File: config.mk
export PLATFORM = sky130hd
export DESIGN_NAME = lcd_cmd_arbiter_flat
export DESIGN_NICKNAME = d
export VERILOG_FILES = /design/src/rtl/lcd_cmd_arbiter_if.sv /design/src/rtl/lcd_cmd_arbiter.sv /design/src/flat_wrapper.sv
export SDC_FILE = /design/constraint.sdc
export NUM_CORES = 1
export LEC_CHECK = 0
export BUFFER_PORTS_ARGS = -buffer_cell sky130_fd_sc_hd__clkbuf_2
export CAP_MARGIN = 20
export CORE_ASPECT_RATIO = 1.75
export CORE_MARGIN = 2
export CORE_UTILIZATION = 30
export CTS_BUF_LIST = sky130_fd_sc_hd__clkbuf_8
export CTS_CLUSTER_DIAMETER = 120
export DETAILED_ROUTE_END_ITERATION = 6
export PLACE_DENSITY_LB_ADDON = 0.12
export SYNTH_ARGS = -nofsm -noshare
export SYNTH_HDL_FRONTEND = slang
export SYNTH_SLANG_ARGS = --single-unit
File: constraint.sdc
create_clock -name i_clk_20mhz -period 2.5 [get_ports i_clk_20mhz]
set_input_delay 0.25 -clock i_clk_20mhz [delete_from_list [all_inputs] [get_ports i_clk_20mhz]]
set_output_delay 0.25 -clock i_clk_20mhz [all_outputs]
set_load 0.005 [all_outputs]
File: src/rtl/lcd_cmd_arbiter_if.sv
// Command-port bundle between the two text requesters, the arbiter and the LCD driver.
// The arbiter connects through the slave modport; the requester/driver side uses master.
interface lcd_cmd_arbiter_if;
  logic [1:0] i_req;
  logic [1:0] i_wr_clear;
  logic [1:0] i_wr_line1;
  logic [1:0] i_wr_line2;
  logic       i_lcd_command_ready;
  logic [1:0] o_gnt;
  logic [1:0] o_cmd_ready;
  logic       o_lcd_wr_clear_display;
  logic       o_lcd_wr_text_line1;
  logic       o_lcd_wr_text_line2;
  logic       o_text_sel;
  logic       o_lcd_fault;
  logic       o_arb_idle;

  modport slave (
    input  i_req, i_wr_clear, i_wr_line1, i_wr_line2, i_lcd_command_ready,
    output o_gnt, o_cmd_ready, o_lcd_wr_clear_display, o_lcd_wr_text_line1,
           o_lcd_wr_text_line2, o_text_sel, o_lcd_fault, o_arb_idle
  );

  modport master (
    output i_req, i_wr_clear, i_wr_line1, i_wr_line2, i_lcd_command_ready,
    input  o_gnt, o_cmd_ready, o_lcd_wr_clear_display, o_lcd_wr_text_line1,
           o_lcd_wr_text_line2, o_text_sel, o_lcd_fault, o_arb_idle
  );
endinterface

File: src/rtl/lcd_cmd_arbiter.sv
// Round-robin, frame-granular arbiter sharing one LCD driver command port between two
// text requesters, with a busy watchdog that revokes a stalled grant and flags a sticky fault.
module lcd_cmd_arbiter #(
  parameter int unsigned parm_fast_simulation = 0,
  parameter int unsigned parm_busy_limit      = 250000
) (
  input  logic              i_clk_20mhz,
  input  logic              i_rst_20mhz,
  input  logic              i_ce_2_5mhz,
  lcd_cmd_arbiter_if.slave  io_bus
);
  localparam int unsigned WDOG_W = 24;
  localparam int unsigned LIMIT  = (parm_fast_simulation != 0) ? 2500 : parm_busy_limit;
  localparam logic [WDOG_W-1:0] LIMIT_M1  = WDOG_W'(LIMIT - 1);
  localparam logic [WDOG_W-1:0] LIMIT_SAT = WDOG_W'(LIMIT);

  typedef enum logic [1:0] {
    ST_ARB_IDLE  = 2'd0,
    ST_ARB_GNT0  = 2'd1,
    ST_ARB_GNT1  = 2'd2,
    ST_ARB_DRAIN = 2'd3
  } state_t;

  state_t            r_state;
  state_t            w_state_nxt;
  logic              r_ptr, w_ptr_nxt;
  logic              r_text_sel, w_text_sel_nxt;
  logic              r_fault, w_fault_nxt;
  logic [WDOG_W-1:0] r_wdog, w_wdog_nxt;
  logic [1:0]        r_gnt;
  logic              w_win;
  logic              w_owner;
  logic              w_busy_st;
  logic              w_limit_hit;

  // State and bookkeeping registers; everything advances only on ce ticks via the next-state logic
  always_ff @(posedge i_clk_20mhz or posedge i_rst_20mhz) begin
    if (i_rst_20mhz) begin
      r_state    <= ST_ARB_IDLE;
      r_ptr      <= 1'b0;
      r_text_sel <= 1'b0;
      r_fault    <= 1'b0;
      r_wdog     <= '0;
      r_gnt      <= 2'b00;
    end else begin
      r_state    <= w_state_nxt;
      r_ptr      <= w_ptr_nxt;
      r_text_sel <= w_text_sel_nxt;
      r_fault    <= w_fault_nxt;
      r_wdog     <= w_wdog_nxt;
      r_gnt      <= {w_state_nxt == ST_ARB_GNT1, w_state_nxt == ST_ARB_GNT0};
    end
  end

  // Next-state, round-robin pointer and watchdog
  always_comb begin
    w_state_nxt    = r_state;
    w_ptr_nxt      = r_ptr;
    w_text_sel_nxt = r_text_sel;
    w_fault_nxt    = r_fault;
    w_wdog_nxt     = r_wdog;
    w_win          = 1'b0;
    w_owner        = (r_state == ST_ARB_GNT1);
    w_busy_st      = (r_state != ST_ARB_IDLE);
    w_limit_hit    = w_busy_st && !io_bus.i_lcd_command_ready && (r_wdog == LIMIT_M1);

    if (i_ce_2_5mhz) begin
      case (r_state)
        ST_ARB_IDLE: begin
          if (io_bus.i_lcd_command_ready && (io_bus.i_req != 2'b00)) begin
            w_win          = io_bus.i_req[r_ptr] ? r_ptr : ~r_ptr;
            w_state_nxt    = w_win ? ST_ARB_GNT1 : ST_ARB_GNT0;
            w_ptr_nxt      = ~w_win;
            w_text_sel_nxt = w_win;
          end
        end
        ST_ARB_GNT0, ST_ARB_GNT1: begin
          if (w_limit_hit || !io_bus.i_req[w_owner]) w_state_nxt = ST_ARB_DRAIN;
        end
        ST_ARB_DRAIN: begin
          if (io_bus.i_lcd_command_ready || w_limit_hit) w_state_nxt = ST_ARB_IDLE;
        end
        default: w_state_nxt = ST_ARB_IDLE;
      endcase

      if (w_limit_hit) w_fault_nxt = 1'b1;

      if ((w_state_nxt != r_state) || io_bus.i_lcd_command_ready) begin
        w_wdog_nxt = '0;
      end else if (w_busy_st && (r_wdog != LIMIT_SAT)) begin
        w_wdog_nxt = r_wdog + WDOG_W'(1);
      end
    end
  end

  // Owner-only routing; r_gnt is all-zero outside GNTn so nothing leaks in IDLE or DRAIN
  assign io_bus.o_gnt                  = r_gnt;
  assign io_bus.o_cmd_ready            = r_gnt & {2{io_bus.i_lcd_command_ready}};
  assign io_bus.o_lcd_wr_clear_display = |(r_gnt & io_bus.i_wr_clear);
  assign io_bus.o_lcd_wr_text_line1    = |(r_gnt & io_bus.i_wr_line1);
  assign io_bus.o_lcd_wr_text_line2    = |(r_gnt & io_bus.i_wr_line2);
  assign io_bus.o_text_sel             = r_text_sel;
  assign io_bus.o_lcd_fault            = r_fault;
  assign io_bus.o_arb_idle             = (r_state == ST_ARB_IDLE);
endmodule

File: src/flat_wrapper.sv
// flat-port wrapper written by rule: the top's interface ports become plain ports
module lcd_cmd_arbiter_flat 
#(
  parameter int unsigned parm_fast_simulation = 0,
  parameter int unsigned parm_busy_limit      = 250000
)
  (i_clk_20mhz, i_rst_20mhz, i_ce_2_5mhz, io_bus_i_req, io_bus_i_wr_clear, io_bus_i_wr_line1, io_bus_i_wr_line2, io_bus_i_lcd_command_ready, io_bus_o_gnt, io_bus_o_cmd_ready, io_bus_o_lcd_wr_clear_display, io_bus_o_lcd_wr_text_line1, io_bus_o_lcd_wr_text_line2, io_bus_o_text_sel, io_bus_o_lcd_fault, io_bus_o_arb_idle);
  lcd_cmd_arbiter_if io_bus_i ();
  input  logic i_clk_20mhz;
  input  logic i_rst_20mhz;
  input  logic i_ce_2_5mhz;
  input wire logic [$bits(io_bus_i.i_req)-1:0] io_bus_i_req;
  input wire logic [$bits(io_bus_i.i_wr_clear)-1:0] io_bus_i_wr_clear;
  input wire logic [$bits(io_bus_i.i_wr_line1)-1:0] io_bus_i_wr_line1;
  input wire logic [$bits(io_bus_i.i_wr_line2)-1:0] io_bus_i_wr_line2;
  input wire logic [$bits(io_bus_i.i_lcd_command_ready)-1:0] io_bus_i_lcd_command_ready;
  output wire logic [$bits(io_bus_i.o_gnt)-1:0] io_bus_o_gnt;
  output wire logic [$bits(io_bus_i.o_cmd_ready)-1:0] io_bus_o_cmd_ready;
  output wire logic [$bits(io_bus_i.o_lcd_wr_clear_display)-1:0] io_bus_o_lcd_wr_clear_display;
  output wire logic [$bits(io_bus_i.o_lcd_wr_text_line1)-1:0] io_bus_o_lcd_wr_text_line1;
  output wire logic [$bits(io_bus_i.o_lcd_wr_text_line2)-1:0] io_bus_o_lcd_wr_text_line2;
  output wire logic [$bits(io_bus_i.o_text_sel)-1:0] io_bus_o_text_sel;
  output wire logic [$bits(io_bus_i.o_lcd_fault)-1:0] io_bus_o_lcd_fault;
  output wire logic [$bits(io_bus_i.o_arb_idle)-1:0] io_bus_o_arb_idle;
  assign io_bus_i.i_req = io_bus_i_req;
  assign io_bus_i.i_wr_clear = io_bus_i_wr_clear;
  assign io_bus_i.i_wr_line1 = io_bus_i_wr_line1;
  assign io_bus_i.i_wr_line2 = io_bus_i_wr_line2;
  assign io_bus_i.i_lcd_command_ready = io_bus_i_lcd_command_ready;
  assign io_bus_o_gnt = io_bus_i.o_gnt;
  assign io_bus_o_cmd_ready = io_bus_i.o_cmd_ready;
  assign io_bus_o_lcd_wr_clear_display = io_bus_i.o_lcd_wr_clear_display;
  assign io_bus_o_lcd_wr_text_line1 = io_bus_i.o_lcd_wr_text_line1;
  assign io_bus_o_lcd_wr_text_line2 = io_bus_i.o_lcd_wr_text_line2;
  assign io_bus_o_text_sel = io_bus_i.o_text_sel;
  assign io_bus_o_lcd_fault = io_bus_i.o_lcd_fault;
  assign io_bus_o_arb_idle = io_bus_i.o_arb_idle;
  lcd_cmd_arbiter #(.parm_fast_simulation(parm_fast_simulation), .parm_busy_limit(parm_busy_limit)) u_core (.i_clk_20mhz(i_clk_20mhz), .i_rst_20mhz(i_rst_20mhz), .i_ce_2_5mhz(i_ce_2_5mhz), .io_bus(io_bus_i));
endmodule
---- Word level (Yosys, flattened, before mapping) ----
Index checks and enable logic that the tools add are counted.
word-level totals
  input bits .............................. 12
  bits in registers ....................... 31
  logic and storage cells ................. 57
  output and inout port bits .............. 10
operators by class
  equal/unequal tests ..................... 8
  reduce and logical (&&, ||, !) cells .... 20
  $lt $le $gt $ge ......................... 2
  $add $sub $neg .......................... 1
  bitwise logic cells ..................... 6
  mux-type cells .......................... 14
operators by type and width
  cell                                                                        number
  24-bit two-way mux                                                          2
  24-bit by 1-bit adder with 24-bit output (second input constant)            1
  24-bit by 18-bit equality test with 1-bit output (second input constant)    1
  24-bit by 18-bit inequality test with 1-bit output (second input constant)  1
  2-bit two-way mux                                                           6
  2-bit bitwise AND                                                           4
  2-bit OR reduction                                                          4
  2-bit equality test (second input constant)                                 3
  2-bit one-hot mux with 3 select lines                                       1
  2-bit nonzero test                                                          3
  1-bit two-way mux                                                           5
  2-bit by 1-bit equality test with 1-bit output (second input constant)      2
  1-bit logical AND                                                           4
  1-bit by 2-bit < comparator with 1-bit output (second input constant)       2
  2-bit AND reduction                                                         2
  1-bit logical OR                                                            3
  3-bit AND reduction                                                         1
  1-bit logical NOT                                                           2
  2-bit logical NOT                                                           1
  2-bit inequality test                                                       1
  1-bit inverter                                                              2

---- Longest topological paths before layout ----
Gate-level depths: netlist of run 1.
  depth after elaboration ................. 12
  depth in mapped cells ................... 10
  depth with buffers taken out ............ 8

---- Worst setup path before layout of run 1 ----
No wires, ideal clock.
  kind .................................... reg-to-reg
  start point ............................. register u_core.r_state[1]
  end point ............................... register u_core.r_wdog[2]
  data required time ...................... 2384 ps
  setup slack ............................. 281 ps
  stages on the path, launching flop included .. 10
  buffers on the path ..................... 1
  data arrival time ....................... 2103 ps
  setup time .............................. 116 ps
  clock period less this slack ............ 2219 ps
  path through ............................ dfrtp_1 > inv_1 > ha_1 > and4b_1 > nand4_1 > o21ai_1 > a211oi_1 > buf_2 > nand4_1 > o311ai_0
on the way
  elaborated cells on any way between the ends .. 24
  classes of those cells .................. 4 x eq/ne; 8 x mux; 12 x reduce/logical
RTL lines
  what                                       line                   RTL
  from (decl)                                lcd_cmd_arbiter.sv:24  state_t r_state;
  from (signal assigned)                     lcd_cmd_arbiter.sv:46  r_state <= w_state_nxt;
  2-bit logical NOT (*)                      n/a
  via io_bus_o_arb_idle                      flat_wrapper.sv:24     output wire logic [$bits(io_bus_i.o_arb_idle)-1:0] io_bus_o_arb_idle;
  2-bit one-hot mux with 3 select lines (*)  lcd_cmd_arbiter.sv:68  case (r_state)
  2-bit two-way mux (*)                      lcd_cmd_arbiter.sv:67  if (i_ce_2_5mhz) begin
  2-bit inequality test (*)                  lcd_cmd_arbiter.sv:88  if ((w_state_nxt != r_state) || io_bus.i_lcd_command_ready) begin
  1-bit logical OR (*)                       lcd_cmd_arbiter.sv:88
  2-bit nonzero test (no line)               n/a
  2-bit AND reduction (no line)              n/a
  to (signal assigned)                       lcd_cmd_arbiter.sv:50  r_wdog <= w_wdog_nxt;
  to (decl)                                  lcd_cmd_arbiter.sv:29  logic [WDOG_W-1:0] r_wdog, w_wdog_nxt;
The timed path passes the listed nets; every way through them passes the cells marked *. The select of a mux whose other input is x is not followed.
A chain may end at the register's enable or synchronous reset.

---- Worst setup path in the final report of run 1 ----
  start point ............................. register u_core.r_state[1]
  end point ............................... register u_core.r_wdog[11]
on the way
  longest elaborated chain between the ends .. 12
  elaborated cells on any way between the ends .. 24
  classes of those cells .................. 4 x eq/ne; 8 x mux; 12 x reduce/logical
ends and longest elaborated chain
  what                                                  line                                          RTL
  2-bit equality test                                   lcd_cmd_arbiter.sv:63, lcd_cmd_arbiter.sv:68
  1-bit two-way mux (not written as such) (2 in a row)  lcd_cmd_arbiter.sv:78                         if (w_limit_hit || !io_bus.i_req[w_owner]) w_state_nxt = ST_ARB_DRAIN;
  1-bit logical NOT                                     lcd_cmd_arbiter.sv:78
  1-bit logical OR                                      lcd_cmd_arbiter.sv:78
  2-bit two-way mux                                     lcd_cmd_arbiter.sv:78
  2-bit one-hot mux with 3 select lines                 lcd_cmd_arbiter.sv:68
  2-bit two-way mux                                     lcd_cmd_arbiter.sv:67
  2-bit inequality test                                 lcd_cmd_arbiter.sv:88
  1-bit logical OR                                      lcd_cmd_arbiter.sv:88
  2-bit nonzero test (no line)                          n/a
  2-bit AND reduction (no line)                         n/a
Parallel ways exist; a longest one is shown, timed or not. The select of a mux whose other input is x is not followed.

==> summary by stage, run 1 <==
Power and ir drop
IR analysis of the VDD net gives a maximum drop of 0.418 mV. Combinational logic burns just under 50% of the power. In this run the static leakage power is approximately 1.0 nW. Sequential cells burn about 30% of the power. The switching power of the nets is between 0.0008 and 0.0009 W. The completed layout was analyzed and its total power is between 0.002 and 0.0025 W. The clock network burns approximately 22% of the power. The internal power is 0.00122 W. Net switching is 41.6% of the power. For this design the ratio of total power to cell area is between 800 and 900 nW/µm².

Cells and area
Cells fill a little under two fifths of the core in the end. The number of nets in the finished design is about 290. The area added between synthesis and finish is 19.8%.

The antenna diode count is 0. After filler insertion, the fill cell instance count of the layout stands at between 700 and 800. Cells with a size suffix above 1 make up 23.0% of the layout.

Timing
Setup violations remaining at the end of the flow were counted as 0. The normalized max-slew margin is 58.9%. The final worst setup slack is 0.159 ns. The maximum clock frequency is 427 MHz. The measured slew at the worst slew-check pin is 0.616 ns.

Summed over all failing endpoints, the final setup total negative slack is 0 ns. The setup skew after layout is 0.00831 ns. The total count of hold-check failures in the final report is 9.

Across all hold checks on the routed design, the worst slack comes to -0.00873 ns. The count of pins over their slew limit is 0. The routed design could run at a clock period as short as 2.34 ns. The post-route fraction of the period consumed by the critical path is between 90% and 100%. Setup repair after global routing left no endpoint under its margin.

Global route
Global routing used between 10% and 20% of the available tracks across all layers. After global routing the overflow that remains totals 0. The number of global-route vias before repair came to 2070. The number of antenna violations at the first check in global routing is 0. The first global-routing pass estimated 10900 µm of wire. Entering global routing, the biggest net connects 27 pins.

Floorplanning
The die is between 100 and 150 µm tall. The floorplan row count is 40. The initial utilization of the core area, before any placement, comes to between 30% and 40%.

The core area is approximately 6900 µm². 22 I/O pins were placed. The overall die area is between 7000 and 8000 µm². The horizontal die dimension is roughly 68 µm.

Clock network
The clock tree from TritonCTS is yes. The cell at the root of the clock tree is sky130_fd_sc_hd__clkbuf_8. After clock tree synthesis, the clock-pin slew on the worst setup and hold paths is roughly 0.08 ns.

The count of hold buffers inserted by post-cts repair is 0. The number of levels in the clock H-tree is 2. The clock latency of the later-clocked register in the worst-skew pair is about 0.3 ns. The number of sinks driven by the clock tree is 31. No sink is reached through more buffers than the 2 on the longest clock path. Clock tree synthesis inserted a total of 5 buffers.

Yosys
The share of the synthesized area in the top cell type is between 30% and 40%. The post-synthesis async set-or-reset flop share is 100%. In this run, synthesis inferred 0 flip-flops with an integrated enable. The number of distinct library cells after synthesis is 56.

The cell count after synthesis is approximately 240. By area the synthesized netlist is led by sky130_fd_sc_hd__dfrtp_1, sky130_fd_sc_hd__nand4_1, sky130_fd_sc_hd__nand2_1. The number of nets produced by synthesis is around 260. The sequential-to-total area share from yosys stat is between 30 and 40%.

The synthesized design spends more area on one cell type than any other, namely sky130_fd_sc_hd__dfrtp_1. The most used flip-flop cell after synthesis is sky130_fd_sc_hd__dfrtp_1. By count the netlist is led by sky130_fd_sc_hd__dfrtp_1, sky130_fd_sc_hd__nand2_1, sky130_fd_sc_hd__inv_1. Yosys instantiated no cell more often than sky130_fd_sc_hd__dfrtp_1. The cell area after synthesis is 2130 µm². The Yosys step of the flow raised 0 warnings. Each instance of the synthesized netlist takes up on average 8.93 µm². The post-synthesis register bit count is 31.

Placed design
The count of buffers from port buffering is 21. Before CTS, the worst setup slack after placement is about 0.097 ns. Summed over all nets, the half-perimeter wirelength after detailed placement is 5030 µm. The congestion estimate from routability-driven global placement came to approximately 0.85.

Route
In this run, the number of DRC markers left after iteration 0 of detailed routing was 91. The pre-antenna-repair detailed-routing pass consisted of 4 iterations. Dividing the detail-routed via count by the number of cells gives 5.76. For this run, design rule violations remaining after detail routing come to 0.

The remaining number of nets flagged by the antenna check after routing is 0. The total vias in the final route is between 2000 and 2500. Wires add up to roughly 6600 µm. The routed length per placed instance is between 15 and 20 µm.

Setup path
The worst register-to-register path has a setup slack of roughly 0.16 ns. The category of the most critical setup path is reg2reg. In this run the worst path has a maximum fanout of 12. The critical path data required time is 2.71 ns. The arrival time of data at the critical path endpoint is between 2 and 3 ns. The kind of end point of the critical path is a register.

The sort of element at the start of the critical path is a register.

Worst hold path
The min-delay analysis places its worst path in the category in2async.

Job
Max-cap violations in this run came to 0.

Outcome
The checks that failed: hold timing. The flow ran to the end, but the final reports show violations.
-- sequential cells by signal (all words and copies together), names as in the netlist --
signal                     cells
u_core.io_bus.o_text_sel       1
u_core.io_bus.o_gnt            2
u_core.r_wdog                 24
u_core.r_state                 2
u_core.r_ptr                   1
u_core.io_bus.o_lcd_fault      1
-- area by class of cell --
type | instances | area, µm² | share of cell area (%)
Sequential cell | 31 | 776 | 30.3
Tap cell | 84 | 105 | 4.11
Clock inverter | 1 | 3.75 | 0.147
Timing Repair Buffer | 43 | 270 | 10.6
Inverter | 16 | 60.1 | 2.35
Clock buffer | 7 | 96.3 | 3.77
Multi-Input combinational cell | 180 | 1250 | 48.7
-- logic make-up (layout without fill, tap and decap cells) --
logic type / after synthesis / count (layout) / synth area share, %
simple gates: 100 / 100 / 27.1
compound gates: 68 / 68 / 24.6
flops: 31 / 31 / 36.3
buf+inv: 28 / 67 / 5.86
xor+xnor: 1 / 1 / 0.410
mux: 6 / 6 / 2.81
fa+ha+maj: 5 / 5 / 2.93
-- worst paths after layout --
| check | start | end | cells past startpoint |
|---|---|---|---|
| setup reg to reg | u_core.r_state[1] | u_core.r_wdog[11] | 10 |
| hold / removal | i_rst_20mhz | u_core.r_wdog[6] | 2 |
| min in group i_clk_20mhz | io_bus_i_req[1] | u_core.r_ptr | 2 |
| hold reg to reg | u_core.io_bus.o_text_sel | u_core.io_bus.o_text_sel | 1 |
| max in group asynchronous | i_rst_20mhz | u_core.r_wdog[8] | 3 |
| setup / recovery | u_core.r_state[1] | u_core.r_wdog[11] | 10 |
-- worst max-delay path, stage by stage (launching register included) --
cell and delay, ns:
sky130_fd_sc_hd__dfrtp_1 0.42, sky130_fd_sc_hd__buf_4 0.17, sky130_fd_sc_hd__ha_1 0.18, sky130_fd_sc_hd__mux2i_1 0.16, sky130_fd_sc_hd__a31oi_1 0.28, sky130_fd_sc_hd__o21bai_1 0.11
sky130_fd_sc_hd__a211oi_2 0.23, sky130_fd_sc_hd__buf_4 0.16, sky130_fd_sc_hd__buf_4 0.20, sky130_fd_sc_hd__nand2_4 0.13, sky130_fd_sc_hd__o211ai_1 0.21
-- cell usage in the layout (no fill, tap or decap), types with 3 or more instances in the layout --
cell / Yosys / routed
sky130_fd_sc_hd__dfrtp_1: 31 / 31
sky130_fd_sc_hd__buf_4: 2 / 22
sky130_fd_sc_hd__clkbuf_2: 0 / 21
sky130_fd_sc_hd__nand2_1: 19 / 19
sky130_fd_sc_hd__inv_1: 15 / 16
sky130_fd_sc_hd__nand4_1: 14 / 14
sky130_fd_sc_hd__nand3_1: 12 / 12
sky130_fd_sc_hd__nor2_1: 9 / 9
sky130_fd_sc_hd__a21oi_1: 7 / 7
sky130_fd_sc_hd__clkbuf_8: 0 / 7
sky130_fd_sc_hd__nor4_1: 6 / 6
sky130_fd_sc_hd__mux2i_1: 6 / 6
sky130_fd_sc_hd__and2_1: 6 / 6
sky130_fd_sc_hd__o31ai_1: 6 / 6
sky130_fd_sc_hd__o22ai_1: 6 / 6
sky130_fd_sc_hd__nor3_1: 5 / 5
sky130_fd_sc_hd__o21ai_0: 5 / 5
sky130_fd_sc_hd__nor2b_1: 4 / 4
sky130_fd_sc_hd__nand2b_1: 4 / 4
sky130_fd_sc_hd__a31oi_1: 4 / 4
sky130_fd_sc_hd__o311ai_1: 0 / 4
sky130_fd_sc_hd__and3_1: 4 / 4
sky130_fd_sc_hd__ha_1: 5 / 4
sky130_fd_sc_hd__and4_1: 3 / 3
sky130_fd_sc_hd__o21bai_1: 3 / 3
sky130_fd_sc_hd__o2bb2ai_1: 3 / 3
sky130_fd_sc_hd__a32oi_1: 3 / 3
sky130_fd_sc_hd__a41oi_1: 3 / 3
sky130_fd_sc_hd__a22o_1: 3 / 3
-- per-stage QoR --
stage          hold slack (ns)  cell area (µm²)  instances
3_3_place_gp             0.351             2420        350
5_1_grt                 0.0661             2560        362
6_report              -0.00873             2560        362
3_5_place_dp             0.360             2420        350
2_1_floorplan            0.354             2130        239
4_1_cts                 0.0318             2520        358
-- timing repair --
action                                  in CTS  in global routing
gates resized for setup                      0                  6
endpoints found under the setup margin       0                 18
buffers inserted                             0                  4
-- routing by layer --
layer / part of all wire [%] / wire [µm] / vias up / global-route usage (%)
met2: 57 / 3710 / 52 / 34.8
met5: 0 / 0 / - / 0
met4: 4.0 / 262 / 0 / 9.93
li1: - / - / 1009 / -
met1: 36 / 2380 / 1008 / 20.8
met3: 3.3 / 218 / 16 / 3.30
-- power by group through the flow --
| stage | Clock [W] | Sequential, W | Combinational, W |
|---|---|---|---|
| after floorplan | 0 | 0.000624 | 0.000619 |
| after global placement | 0 | 0.000632 | 0.000943 |
| after detailed placement | 0 | 0.000634 | 0.000943 |
| after CTS | 0.000474 | 0.000624 | 0.000947 |
| after global routing | 0.000494 | 0.000629 | 0.00112 |
| final | 0.000458 | 0.000619 | 0.00101 |
(Power assumes the default switching activity.)
==> run 2: changes to the inputs <==
Settings changed: CORE_UTILIZATION 30 to 40.
==> summary by stage, run 2 (synthesis gave the netlist of run 1 again) <==
Cells and area
The number of flip-flops in the largest register is 24 (unchanged). The area taken by flip-flops and latches is 776 µm² (unchanged). The share of post-route cells with drive strength above 1 is 22.1% (-0.96 points).

The number of nets in the finished design came to 288 (-2.0%). The count of fill cells added during filler insertion was 522 (-29%). The area growth from synthesis to layout is 16.1%. The library cell used most frequently in the layout, excluding fill and tap cells, is sky130_fd_sc_hd__dfrtp_1. The register with the highest flop count is u_core.r_wdog.

The library cells used most frequently in the layout, excluding fill and tap cells, are sky130_fd_sc_hd__dfrtp_1, sky130_fd_sc_hd__clkbuf_2, sky130_fd_sc_hd__nand2_1, sky130_fd_sc_hd__inv_1, sky130_fd_sc_hd__buf_4. The area occupied by multi-input gates came to 1260 µm² (+1.3%). The antenna diode count is 0 (unchanged). The final core area utilization is 47.5% (+10 points).

Route
The total vias in the final route was 2043 (-2.0%). The detailed-route DRC error count came to 0 (unchanged). The count of routing violations after the opening detailed-route iteration is 57 (-37%). The detailed-route wire length is 6120 µm (-6.8%). The routed length per placed instance is 18.7 µm (+3.2%).

The number of search-and-repair iterations in the first detailed-routing pass is 4 (unchanged). The number of vias per cell after detailed routing is 6.25 (+8.5%). The remaining number of nets flagged by the antenna check after routing came to 0 (unchanged).

Power and ir drop
The leakage power of the design was 0.984 nW (-3.2%). The sum of internal, switching and leakage power came to 0.00199 W (-4.9%). The power density over cell area is 801 nW/µm² (-1.8%). The maximum VDD drop is 0.606 mV (+45%).

Global route
The global-route total usage across every layer came to 22.5% (+3.2 points). The number of global-route vias before repair came to 2031 (-1.9%). The overall overflow remaining after global route is 0 (unchanged). The number of antenna violations at the first check in global routing is 0 (unchanged).

The largest net degree at the start of global routing is 32 (+19%). The global-route wire length before repair is 10100 µm (-7.6%).

Timing
The measured slew at the worst slew-check pin came to 0.500 ns (-0.115 ns). The accumulated negative setup slack is 0 ns (unchanged). The post-route fraction of the period consumed by the critical path is 93.2% (-0.42 points).

The setup skew after layout came to 0.00420 ns (-0.00411 ns). Setup repair after global routing left no endpoint under its margin. The count of pins over their slew limit is 0 (unchanged).

The worst hold-check slack is 0.0282 ns (+0.0370 ns). The total setup violations reported at the end of the flow is 0 (unchanged). The maximum clock frequency was 429 MHz (+0.45%). The total count of hold-check failures in the final report was 0 (-9).

The minimum period implied by the final worst setup slack is 2.33 ns (-0.0105 ns). The normalized max-slew margin was 66.3% (+7.4 points).

Job
The number of maximum-capacitance constraint violations is 0 (unchanged).

Floorplanning
The number of top-level pins is 22 (unchanged). The overall die height is 101 µm (-13%). The starting density of the core is 41.0% (+9.8 points). The core area is 5210 µm² (-24%). The horizontal die dimension was 59.2 µm (-13%). The overall die area is 5960 µm² (-24%). The floorplan row count is 35 (-13%).

Setup path
The worst setup path is captured at a register. STA classifies the critical path startpoint as a register. The setup path with the least slack is of type reg2reg. The critical path data required time was 2.66 ns (-0.05 ns).

The worst flop-to-flop path startpoint is u_core.r_state[0]. The peak fanout along the critical path is 19 (+7). The arrival time of data at the critical path endpoint is 2.49 ns (-0.06 ns).

The critical path launch point is u_core.r_state[0].

Clock network
The clock latency of the later-clocked register in the worst-skew pair came to 0.28 ns (-0.02 ns). The number of sinks driven by the clock tree is 31 (unchanged). The clock tree from TritonCTS is yes. The clock-pin slew reported for the worst setup and hold paths after clock tree synthesis is 0.07 ns (about the same). The cell at the root of the clock tree is sky130_fd_sc_hd__clkbuf_8. The count of hold buffers inserted by post-cts repair is 0 (unchanged). The number of buffers created by CTS was 5 (unchanged). The maximum clock insertion buffer count is 2 (unchanged).

The number of levels in the clock H-tree was 2 (unchanged).

Worst hold path
The min-delay analysis places its worst path in the category in2async.

Outcome
The flow ran to the end, and the final reports show no timing, DRC or antenna violations.

Placed design
The global placer's final weighted congestion is 0.856 (+0.64%). The count of buffers from port buffering is 21 (unchanged). The detailed-placement wirelength estimate came to 4510 µm (-10%).
[run 2: cell types whose count changed in the layout (fill, tap and decap cells not counted), sizes merged]
| cell | delta |
|---|---|
| clkinv | +1 |
| inv | +1 |
| buf | -6 |
| clkbuf | -2 |
[run 2: final timing paths]
kind	to	slack (ns)	cells after the start
setup / recovery	u_core.r_wdog[1]	0.17	9
hold / removal	u_core.r_wdog[0]	0.03	3
setup reg to reg	u_core.r_wdog[1]	0.17	9
hold reg to reg	u_core.io_bus.o_lcd_fault	0.47	2
max in group asynchronous	u_core.r_wdog[13]	2.15	3
min in group i_clk_20mhz	u_core.r_ptr	0.23	2
[run 2: critical path: stages, from the launching register on]
cell and delay (ns):
sky130_fd_sc_hd__dfrtp_1 0.42, sky130_fd_sc_hd__inv_1 0.11, sky130_fd_sc_hd__ha_1 0.24, sky130_fd_sc_hd__and4b_1 0.34, sky130_fd_sc_hd__nand4_1 0.18, sky130_fd_sc_hd__o21ai_2 0.22, sky130_fd_sc_hd__nand3_1 0.16, sky130_fd_sc_hd__buf_6 0.21
sky130_fd_sc_hd__nand4_1 0.21, sky130_fd_sc_hd__o22ai_1 0.11
[run 2: area by class of cell]
| type | count | area share [%] |
|---|---|---|
| clock buffers | 5 | 2.78 |
| clock inverters | 3 | 0.505 |
| inverters | 16 | 2.42 |
| multi-input cells | 180 | 51.0 |
| flip-flops and latches | 31 | 31.3 |
| well taps | 55 | 2.78 |
| repair buffers | 37 | 9.24 |
[run 2: power by group]
part | switching [W] | internal, W | leakage [nW] | total (W)
clock | 0.000197 | 0.000187 | 0.0505 | 0.000384
combinational | 0.000590 | 0.000387 | 0.516 | 0.000977
sequential | 0.0000640 | 0.000561 | 0.417 | 0.000625
total | 0.000850 | 0.00113 | 0.984 | 0.00199
[run 2: metrics by stage]
| stage | area (µm²) | cells | worst slack [ns] |
|---|---|---|---|
| 2_1_floorplan | 2130 | 239 | 0.281 |
| 3_3_place_gp | 2360 | 318 | 0.158 |
| 3_5_place_dp | 2360 | 318 | 0.0864 |
| 4_1_cts | 2440 | 326 | 0.0768 |
| 5_1_grt | 2480 | 327 | 0.00601 |
| 6_report | 2480 | 327 | 0.169 |
[run 2: what timing repair did]
action / in CTS / in global routing
resized for setup: 0 / 9
setup buffers: 0 / 1
setup endpoints to repair: 0 / 13
[run 2: per-layer routing]
layer	global-route usage (%)	part of all wire [%]
met4	11.9	3.6
met5	0	0
met3	3.21	3.2
met1	24.0	38
met2	40.7	56
